[src/rtl/ls_exec_unit_if.sv]
// Data-memory request/acknowledge bus between the load/store execution unit
// (master) and the data memory (slave).
interface ls_exec_unit_if #(
  parameter int DW = 16
);
  logic          mem_req;
  logic          mem_we;
  logic [DW-1:0] mem_addr;
  logic [DW-1:0] mem_wdata;
  logic          mem_ack;
  logic [DW-1:0] mem_rdata;

  modport master (
    output mem_req, mem_we, mem_addr, mem_wdata,
    input  mem_ack, mem_rdata
  );

  modport slave (
    input  mem_req, mem_we, mem_addr, mem_wdata,
    output mem_ack, mem_rdata
  );
endinterface

[src/rtl/ls_exec_unit.sv]
// Load/store execution unit: takes one in-order memory op from the station,
// performs the data-memory access, then broadcasts completion on the CDB.
module ls_exec_unit #(
  parameter int DW = 16
) (
  input  logic          clk,
  input  logic          rst,
  input  logic          issue_in,
  input  logic [5:0]    p_rd_in,
  input  logic [3:0]    rob_num_in,
  input  logic          mem_ren_in,
  input  logic          mem_wen_in,
  input  logic [15:0]   immed_in,
  input  logic [DW-1:0] rs_data,
  input  logic [DW-1:0] rt_data,
  input  logic          recover,
  input  logic [3:0]    rob_num_rec,
  ls_exec_unit_if.master mem,
  output logic          cdb_req,
  input  logic          cdb_grant,
  output logic          complete_out,
  output logic [5:0]    p_rd_compl_out,
  output logic          RegDest_compl_out,
  output logic [3:0]    rob_num_compl_out,
  output logic [DW-1:0] result_out,
  output logic          lsu_busy
);

  typedef enum logic [1:0] {IDLE, MEM, CDB} state_t;

  state_t        state;
  logic [5:0]    p_rd;
  logic [3:0]    rob_num;
  logic          is_ld;
  logic [DW-1:0] addr;
  logic [DW-1:0] wdata;
  logic          mem_req_r;
  logic          mem_we_r;
  logic [DW-1:0] imm_ext;
  logic          flush_match;
  logic          accept;

  assign imm_ext     = DW'($signed(immed_in));
  assign flush_match = recover && (state != IDLE) && (rob_num == rob_num_rec);
  assign accept      = issue_in && !recover && (mem_ren_in || mem_wen_in);

  assign mem.mem_req   = mem_req_r;
  assign mem.mem_we    = mem_we_r;
  assign mem.mem_addr  = addr;
  assign mem.mem_wdata = wdata;

  // A flush in the grant cycle suppresses the broadcast even though cdb_req is high.
  assign complete_out = cdb_req && cdb_grant && !flush_match;

  always_ff @(posedge clk or negedge rst) begin
    if (!rst) begin
      state             <= IDLE;
      p_rd              <= '0;
      rob_num           <= '0;
      is_ld             <= 1'b0;
      addr              <= '0;
      wdata             <= '0;
      mem_req_r         <= 1'b0;
      mem_we_r          <= 1'b0;
      cdb_req           <= 1'b0;
      lsu_busy          <= 1'b0;
      p_rd_compl_out    <= '0;
      RegDest_compl_out <= 1'b0;
      rob_num_compl_out <= '0;
      result_out        <= '0;
    end else begin
      case (state)
        IDLE: begin
          if (accept) begin
            state     <= MEM;
            p_rd      <= p_rd_in;
            rob_num   <= rob_num_in;
            is_ld     <= mem_ren_in;
            addr      <= rs_data + imm_ext;
            wdata     <= rt_data;
            mem_req_r <= 1'b1;
            mem_we_r  <= !mem_ren_in;
            lsu_busy  <= 1'b1;
          end
        end
        MEM: begin
          if (flush_match) begin
            state     <= IDLE;
            mem_req_r <= 1'b0;
            mem_we_r  <= 1'b0;
            lsu_busy  <= 1'b0;
          end else if (mem.mem_ack) begin
            // Completion fields are loaded here so they only change on entry to CDB.
            state             <= CDB;
            mem_req_r         <= 1'b0;
            mem_we_r          <= 1'b0;
            cdb_req           <= 1'b1;
            p_rd_compl_out    <= p_rd;
            RegDest_compl_out <= is_ld;
            rob_num_compl_out <= rob_num;
            result_out        <= is_ld ? mem.mem_rdata : '0;
          end
        end
        CDB: begin
          if (flush_match || cdb_grant) begin
            state    <= IDLE;
            cdb_req  <= 1'b0;
            lsu_busy <= 1'b0;
          end
        end
        default: begin
          state     <= IDLE;
          mem_req_r <= 1'b0;
          mem_we_r  <= 1'b0;
          cdb_req   <= 1'b0;
          lsu_busy  <= 1'b0;
        end
      endcase
    end
  end

endmodule

[src/flat_wrapper.sv]
// flat-port wrapper written by rule: the top's interface ports become plain ports
module ls_exec_unit_flat 
#(
  parameter int DW = 16
)
  (clk, rst, issue_in, p_rd_in, rob_num_in, mem_ren_in, mem_wen_in, immed_in, rs_data, rt_data, recover, rob_num_rec, cdb_req, cdb_grant, complete_out, p_rd_compl_out, RegDest_compl_out, rob_num_compl_out, result_out, lsu_busy, mem_mem_req, mem_mem_we, mem_mem_addr, mem_mem_wdata, mem_mem_ack, mem_mem_rdata);
  ls_exec_unit_if #(.DW(DW)) mem_i ();
  input  logic clk;
  input  logic rst;
  input  logic issue_in;
  input  logic [5:0] p_rd_in;
  input  logic [3:0] rob_num_in;
  input  logic mem_ren_in;
  input  logic mem_wen_in;
  input  logic [15:0] immed_in;
  input  logic [DW-1:0] rs_data;
  input  logic [DW-1:0] rt_data;
  input  logic recover;
  input  logic [3:0] rob_num_rec;
  output logic cdb_req;
  input  logic cdb_grant;
  output logic complete_out;
  output logic [5:0] p_rd_compl_out;
  output logic RegDest_compl_out;
  output logic [3:0] rob_num_compl_out;
  output logic [DW-1:0] result_out;
  output logic lsu_busy;
  output wire logic [$bits(mem_i.mem_req)-1:0] mem_mem_req;
  output wire logic [$bits(mem_i.mem_we)-1:0] mem_mem_we;
  output wire logic [$bits(mem_i.mem_addr)-1:0] mem_mem_addr;
  output wire logic [$bits(mem_i.mem_wdata)-1:0] mem_mem_wdata;
  input wire logic [$bits(mem_i.mem_ack)-1:0] mem_mem_ack;
  input wire logic [$bits(mem_i.mem_rdata)-1:0] mem_mem_rdata;
  assign mem_mem_req = mem_i.mem_req;
  assign mem_mem_we = mem_i.mem_we;
  assign mem_mem_addr = mem_i.mem_addr;
  assign mem_mem_wdata = mem_i.mem_wdata;
  assign mem_i.mem_ack = mem_mem_ack;
  assign mem_i.mem_rdata = mem_mem_rdata;
  ls_exec_unit #(.DW(DW)) u_core (.clk(clk), .rst(rst), .issue_in(issue_in), .p_rd_in(p_rd_in), .rob_num_in(rob_num_in), .mem_ren_in(mem_ren_in), .mem_wen_in(mem_wen_in), .immed_in(immed_in), .rs_data(rs_data), .rt_data(rt_data), .recover(recover), .rob_num_rec(rob_num_rec), .mem(mem_i), .cdb_req(cdb_req), .cdb_grant(cdb_grant), .complete_out(complete_out), .p_rd_compl_out(p_rd_compl_out), .RegDest_compl_out(RegDest_compl_out), .rob_num_compl_out(rob_num_compl_out), .result_out(result_out), .lsu_busy(lsu_busy));
endmodule
[config.mk]
export PLATFORM = sky130hd
export DESIGN_NAME = ls_exec_unit_flat
export DESIGN_NICKNAME = d
export VERILOG_FILES = /design/src/rtl/ls_exec_unit_if.sv /design/src/rtl/ls_exec_unit.sv /design/src/flat_wrapper.sv
export SDC_FILE = /design/constraint.sdc
export NUM_CORES = 1
export LEC_CHECK = 0
export CAP_MARGIN = 10
export CORE_ASPECT_RATIO = 2
export CORE_MARGIN = 1.5
export CORE_UTILIZATION = 40
export CTS_BUF_LIST = sky130_fd_sc_hd__clkbuf_4 sky130_fd_sc_hd__clkbuf_8 sky130_fd_sc_hd__clkbuf_16
export DETAILED_ROUTE_END_ITERATION = 12
export HOLD_SLACK_MARGIN = 0.06
export MAX_ROUTING_LAYER = met4
export PLACE_DENSITY_LB_ADDON = 0.12
export REMOVE_ABC_BUFFERS = 1
export SYNTH_ARGS = -nofsm -noshare
export SYNTH_HDL_FRONTEND = slang
export SYNTH_SLANG_ARGS = --single-unit
[constraint.sdc]
create_clock -name clk -period 3.5 [get_ports clk]
set_clock_uncertainty 0.05 [all_clocks]
set_input_delay 0.7 -clock clk [delete_from_list [all_inputs] [get_ports clk]]
set_output_delay 0.7 -clock clk [all_outputs]
set_load 0.01 [all_outputs]
# == Word-level counts from Yosys, hierarchy flattened ==
# Cells that the tools add are included.
# totals
ff_bits,76
output_inout_bits,64
# classes
mux,18
reduce_logical,19
bitwise_logic,3
n_addsub,1
eq_ne,9
# ops
op,n
16-bit adder,1
16-bit two-way mux,1
1-bit case mux with 3 select lines,4
3-bit AND reduction,4
1-bit two-way mux,8
2-bit two-way mux,4
1-bit logical AND,6
"2-bit by 1-bit != test with 1-bit output, second input constant",3
2-bit case mux with 3 select lines,1
4-bit equality test,1
"2-bit != test, second input constant",2
4-bit AND reduction,1
1-bit zero test,3
"3-bit by 2-bit != test with 1-bit output, second input constant",1
1-bit NOT,3
"2-bit by 1-bit equality test with 1-bit output, second input constant",1
"2-bit equality test, second input constant",1
2-bit zero test,1
1-bit logical OR,2
2-bit AND reduction,1
2-bit nonzero test,1

# == Depth between registers and ports, before layout ==
# depth
word_depth,6
mapped_depth,7
mapped_depth_nobuf,7

# == Least setup slack after synthesis ==
# Ideal clock, no wire load.
# synth_path
kind,input-to-reg
startpoint,in immed_in[9]
endpoint,"reg u_core.addr[15], in the netlist u_core.mem.mem_addr[15]"
stages,7
path_buffers,1
arrival_time_ns,2.243
required_ns,3.318
setup_time_ns,0.132
slack_ns,1.075
path_cell_list,ha_1 buf_2 nand4_1 a211o_1 a2111oi_4 nor4b_1 or3b_1
# synth_between
elab_chain_len,1
# synth_lines
item,line_no,rtl
start: declaration,flat_wrapper.sv:15,input logic [15:0] immed_in;
16-bit adder,ls_exec_unit.sv:79,addr <= rs_data + imm_ext;
end signal: assignment,ls_exec_unit.sv:79,
end: declaration,ls_exec_unit.sv:35,logic [DW-1:0] addr;
# No other way between the ends.
# A chain may end at the register's enable or synchronous reset.

# == Final worst setup path ==
# layout_path
startpoint,in rob_num_rec[1]
endpoint,out complete_out
# layout_between
elab_chain_len,4
# layout_lines
item,line_no,rtl
start: declaration,flat_wrapper.sv:19,input logic [3:0] rob_num_rec;
4-bit equality test,ls_exec_unit.sv:44,assign flush_match = recover && (state != IDLE) && (rob_num == rob_num_rec);
1-bit logical AND,ls_exec_unit.sv:44,
1-bit zero test,ls_exec_unit.sv:53,assign complete_out = cdb_req && cdb_grant && !flush_match;
1-bit logical AND,ls_exec_unit.sv:53,
end: declaration,flat_wrapper.sv:22,output logic complete_out;
# No other way between the ends.

==> impl_metrics.json <==
{
  "synthDistinctLibCells": 55,
  "worst_slew_margin_rel_pct": 34.99,
  "netlist.area_leader.share_pct": 48.76,
  "reg2reg_slack_ns": 1.42,
  "place.gp.congestion": 0.9973,
  "fmax_mhz": 301.1,
  "pwr_cell_area_nw_per_um2": 685.8,
  "layout_overhead_on_the_synthesized_area_pct": 52.13,
  "initial_core_util_pct": 41.28,
  "die_area_um2": 10390,
  "top_area_cells_in_the_synthesized_netlist": "dfrtp_1, nand2_1, ha_1",
  "total_stage_count_of_the_critical_path": 6,
  "share_of_flip_flops_with_an_asynchronous_set_or_reset_pct": 100.0,
  "cts_root_buffer": "clkbuf_16",
  "synth.yosys.seq_area_share_pct": 48.76,
  "postCtsResizedCells": 0,
  "pin_count_of_the_biggest_net_entering_global_routing": 77,
  "criticalPathCategory": "input port to primary output",
  "final-instance-count-excl-fill": 710,
  "postSynthAreaPerCell_um2": 9.070,
  "multi_input_comb_area_um2": 1886,
  "synth_top_cell_by_area": "dfrtp_1",
  "timing.hold.worst.class": "register to register",
  "fillCellCount": 806,
  "clk_transition_reported_paths_ns": 0.06,
  "hold_ws_ns": 0.4164,
  "design.portCount": 150,
  "standard_cell_with_the_maximum_stage_delay_on_the_critical_path": "clkdlybuf4s50_1",
  "hold_viol": 0,
  "maxCapViolCount": 0,
  "first_global_vias": 3646,
  "timing.rr.start": "u_core.state[0]$_DFFE_PN0P_",
  "first_iter_violations": 133,
  "ys_dominant_reg_cell": "dfrtp_1",
  "grt.overflow.total": 0,
  "cts_tree": "built",
  "critPathLaunchType": "input port",
  "number_of_synthesized_flops_with_an_enable_pin": 0,
  "avgViaCountPerCell": 5.108,
  "finalSetupViolCount": 0,
  "design.final.nets": 677,
  "ctsHoldBuffers": 0,
  "synth_area_um2": 3900,
  "path_delay_family": "buffers and inverters",
  "post-route-min-period_ns": 3.321,
  "place.port_buffers": 149,
  "antennaDiodeCount": 0,
  "synthesis.instances": 430,
  "critical_path.reg2reg.endpoint": "u_core.mem.mem_addr[15]$_DFFE_PN0P_",
  "critical-path-max-stage-delay_ns": 0.47,
  "num_rows": 50,
  "worst-slew-pin-transition_ns": 0.9751,
  "global_route.usage.total_pct": 22.56,
  "drcViolationCount": 0,
  "ratio_of_cells_with_drive_above_1_in_the_final_layout_pct": 5.690,
  "final_standard_cell_utilization_of_the_core_pct": 62.81,
  "detailroute.wirelength.met2_mm": 6.107,
  "synth_seq_cells": 76,
  "dpl_worst_slack_ns": 0.1896,
  "crit_path_start": "rob_num_rec[1]",
  "max-clock-path-buffers": 2,
  "detail_route.first_pass.iterations": 4,
  "setup_slack_ns": 0.1787,
  "most_common_library_cell_in_the_layout_ignoring_fill_and_taps": "clkdlybuf4s50_1",
  "vias": 3627,
  "post_drt_wl_per_cell_um": 15.40,
  "place_inst": 694,
  "grt_first_pass_wirelength_mm": 17.46,
  "die_x_um": 72.82,
  "layout_common_cells": "clkdlybuf4s50_1, nand2_1, dfrtp_1",
  "worst_hold_startpoint": "u_core.p_rd[2]$_DFFE_PN0P_",
  "postPlaceCellArea_um2": 5538,
  "crit_path_end_kind": "primary output",
  "yosysWarnings": 0,
  "worst_ir_drop_vdd_mv": 0.3158,
  "min_period_over_period_pct": 94.89,
  "cp_max_fanout": 4,
  "post-route-cell-area_um2": 5933,
  "post-cts-setup-buffer-count": 0,
  "met3_wirelength_um": 487,
  "timing.reg2reg.worst_path_depth": 6,
  "crit_required_ns": 2.75,
  "grt_antenna_before_repair": 0,
  "crit_top_cell": "clkdlybuf4s50_1",
  "clk-insertion-delay-late_ns": 0.33,
  "top_layer_used": "met4",
  "finalSetupTns_ns": 0,
  "rsz_0062_raised_after_global_routing": "no",
  "wirelength_met1_mm": 3.980,
  "endpoint": "complete_out",
  "finalWirelength_mm": 10.94,
  "report.final.slew_viol_count": 0,
  "dieHeight_um": 142.6,
  "cp.buffers_inverters": 2,
  "cts.sink_count": 76,
  "arrival_ns": 2.57,
  "fp.coreArea_um2": 9447,
  "result_of_the_run": "complete, no violations",
  "reported_leakage_power_nw": 2.664,
  "hpwlAfterDp_mm": 8.197,
  "cts_made_buffers": 9,
  "drtAntennaViolNets": 0,
  "crit_chain": "clkdlybuf4s50_1 -> xnor2_1 -> nand3_1 -> or3_1 -> and3_1 -> clkdlybuf4s50_1",
  "cts_htree_levels": 3,
  "finalPower_mw": 4.069,
  "footprint_of_the_flip_flops_and_latches_um2": 1902
}
-- power breakdown --
part / leakage [nW] / total, mW / internal (mW) / switching, mW
Combinational: 1.51 / 1.44 / 0.811 / 0.633
Clock: 0.192 / 1.22 / 0.848 / 0.373
Sequential: 0.958 / 1.40 / 1.20 / 0.200
-- metal layers --
layer / up-vias / GRT usage, %
met5: - / -
met4: 0 / 11.72
met3: 30 / 4.375
met2: 142 / 39.55
met1: 1693 / 23.25
li1: 1762 / -
-- state kept, by name, summed over array words and instances, names as in the netlist --
signal                    count
u_core.result_out            16
u_core.p_rd                   6
u_core.rob_num                4
u_core.state                  2
u_core.is_ld                  1
u_core.rob_num_compl_out      4
u_core.lsu_busy               1
u_core.mem.mem_addr          16
u_core.mem.mem_wdata         16
u_core.cdb_req                1
u_core.RegDest_compl_out      1
u_core.mem.mem_req            1
u_core.p_rd_compl_out         6
u_core.mem.mem_we             1
-- final cells by class --
class,count,area share [%]
sequential,76,32.05
clock buffer,9,3.796
multi-input combinational,323,31.78
tap,130,2.741
clock inverter,7,2.868
timing repair buffer,156,26.19
inverter,9,0.5694
-- cell usage after synthesis, drive strengths merged, types with 2 or more instances --
cell	count
and4	2
and3	6
dfrtp	76
o21a	3
a21o	8
buf	7
o211ai	4
nand3	12
xnor2	6
or4	2
a311oi	2
ha	15
a221oi	2
clkbuf	15
xor2	5
a21oi	15
a31oi	2
o21ai	29
nor2	21
nor2b	2
o31ai	4
mux2	12
inv	9
o2111ai	3
nand2	138
nor3	8
-- worst min-delay path by stage --
stage | cells after the start | slack [ns] | end
after floorplan | 0 | 0.35 | u_core.RegDest_compl_out$_DFFE_PN0P_
after global placement | 2 | 0.40 | u_core.p_rd[5]$_DFFE_PN0P_
after detailed placement | 2 | 0.41 | u_core.p_rd[4]$_DFFE_PN0P_
after CTS | 2 | 0.42 | u_core.p_rd[2]$_DFFE_PN0P_
after global routing | 2 | 0.45 | u_core.mem.mem_wdata[8]$_DFFE_PN0P_
final | 2 | 0.42 | u_core.p_rd[2]$_DFFE_PN0P_
-- tightest hold or removal path, delay by kind of cell, from the launching register on --
kind          cells  cell delay, ns
flops             1            0.34
simple gates      2            0.10
-- cells by family after synthesis --
family	share of synthesized area, %
XOR/XNOR	2.470
buffers and inverters	3.176
AND/OR/NAND/NOR	21.46
AO/OA/AOI/OAI	15.08
flip-flops	48.76
adder cells (fa/ha/maj)	5.326
multiplexers	3.722
(Power assumes the default switching activity.)
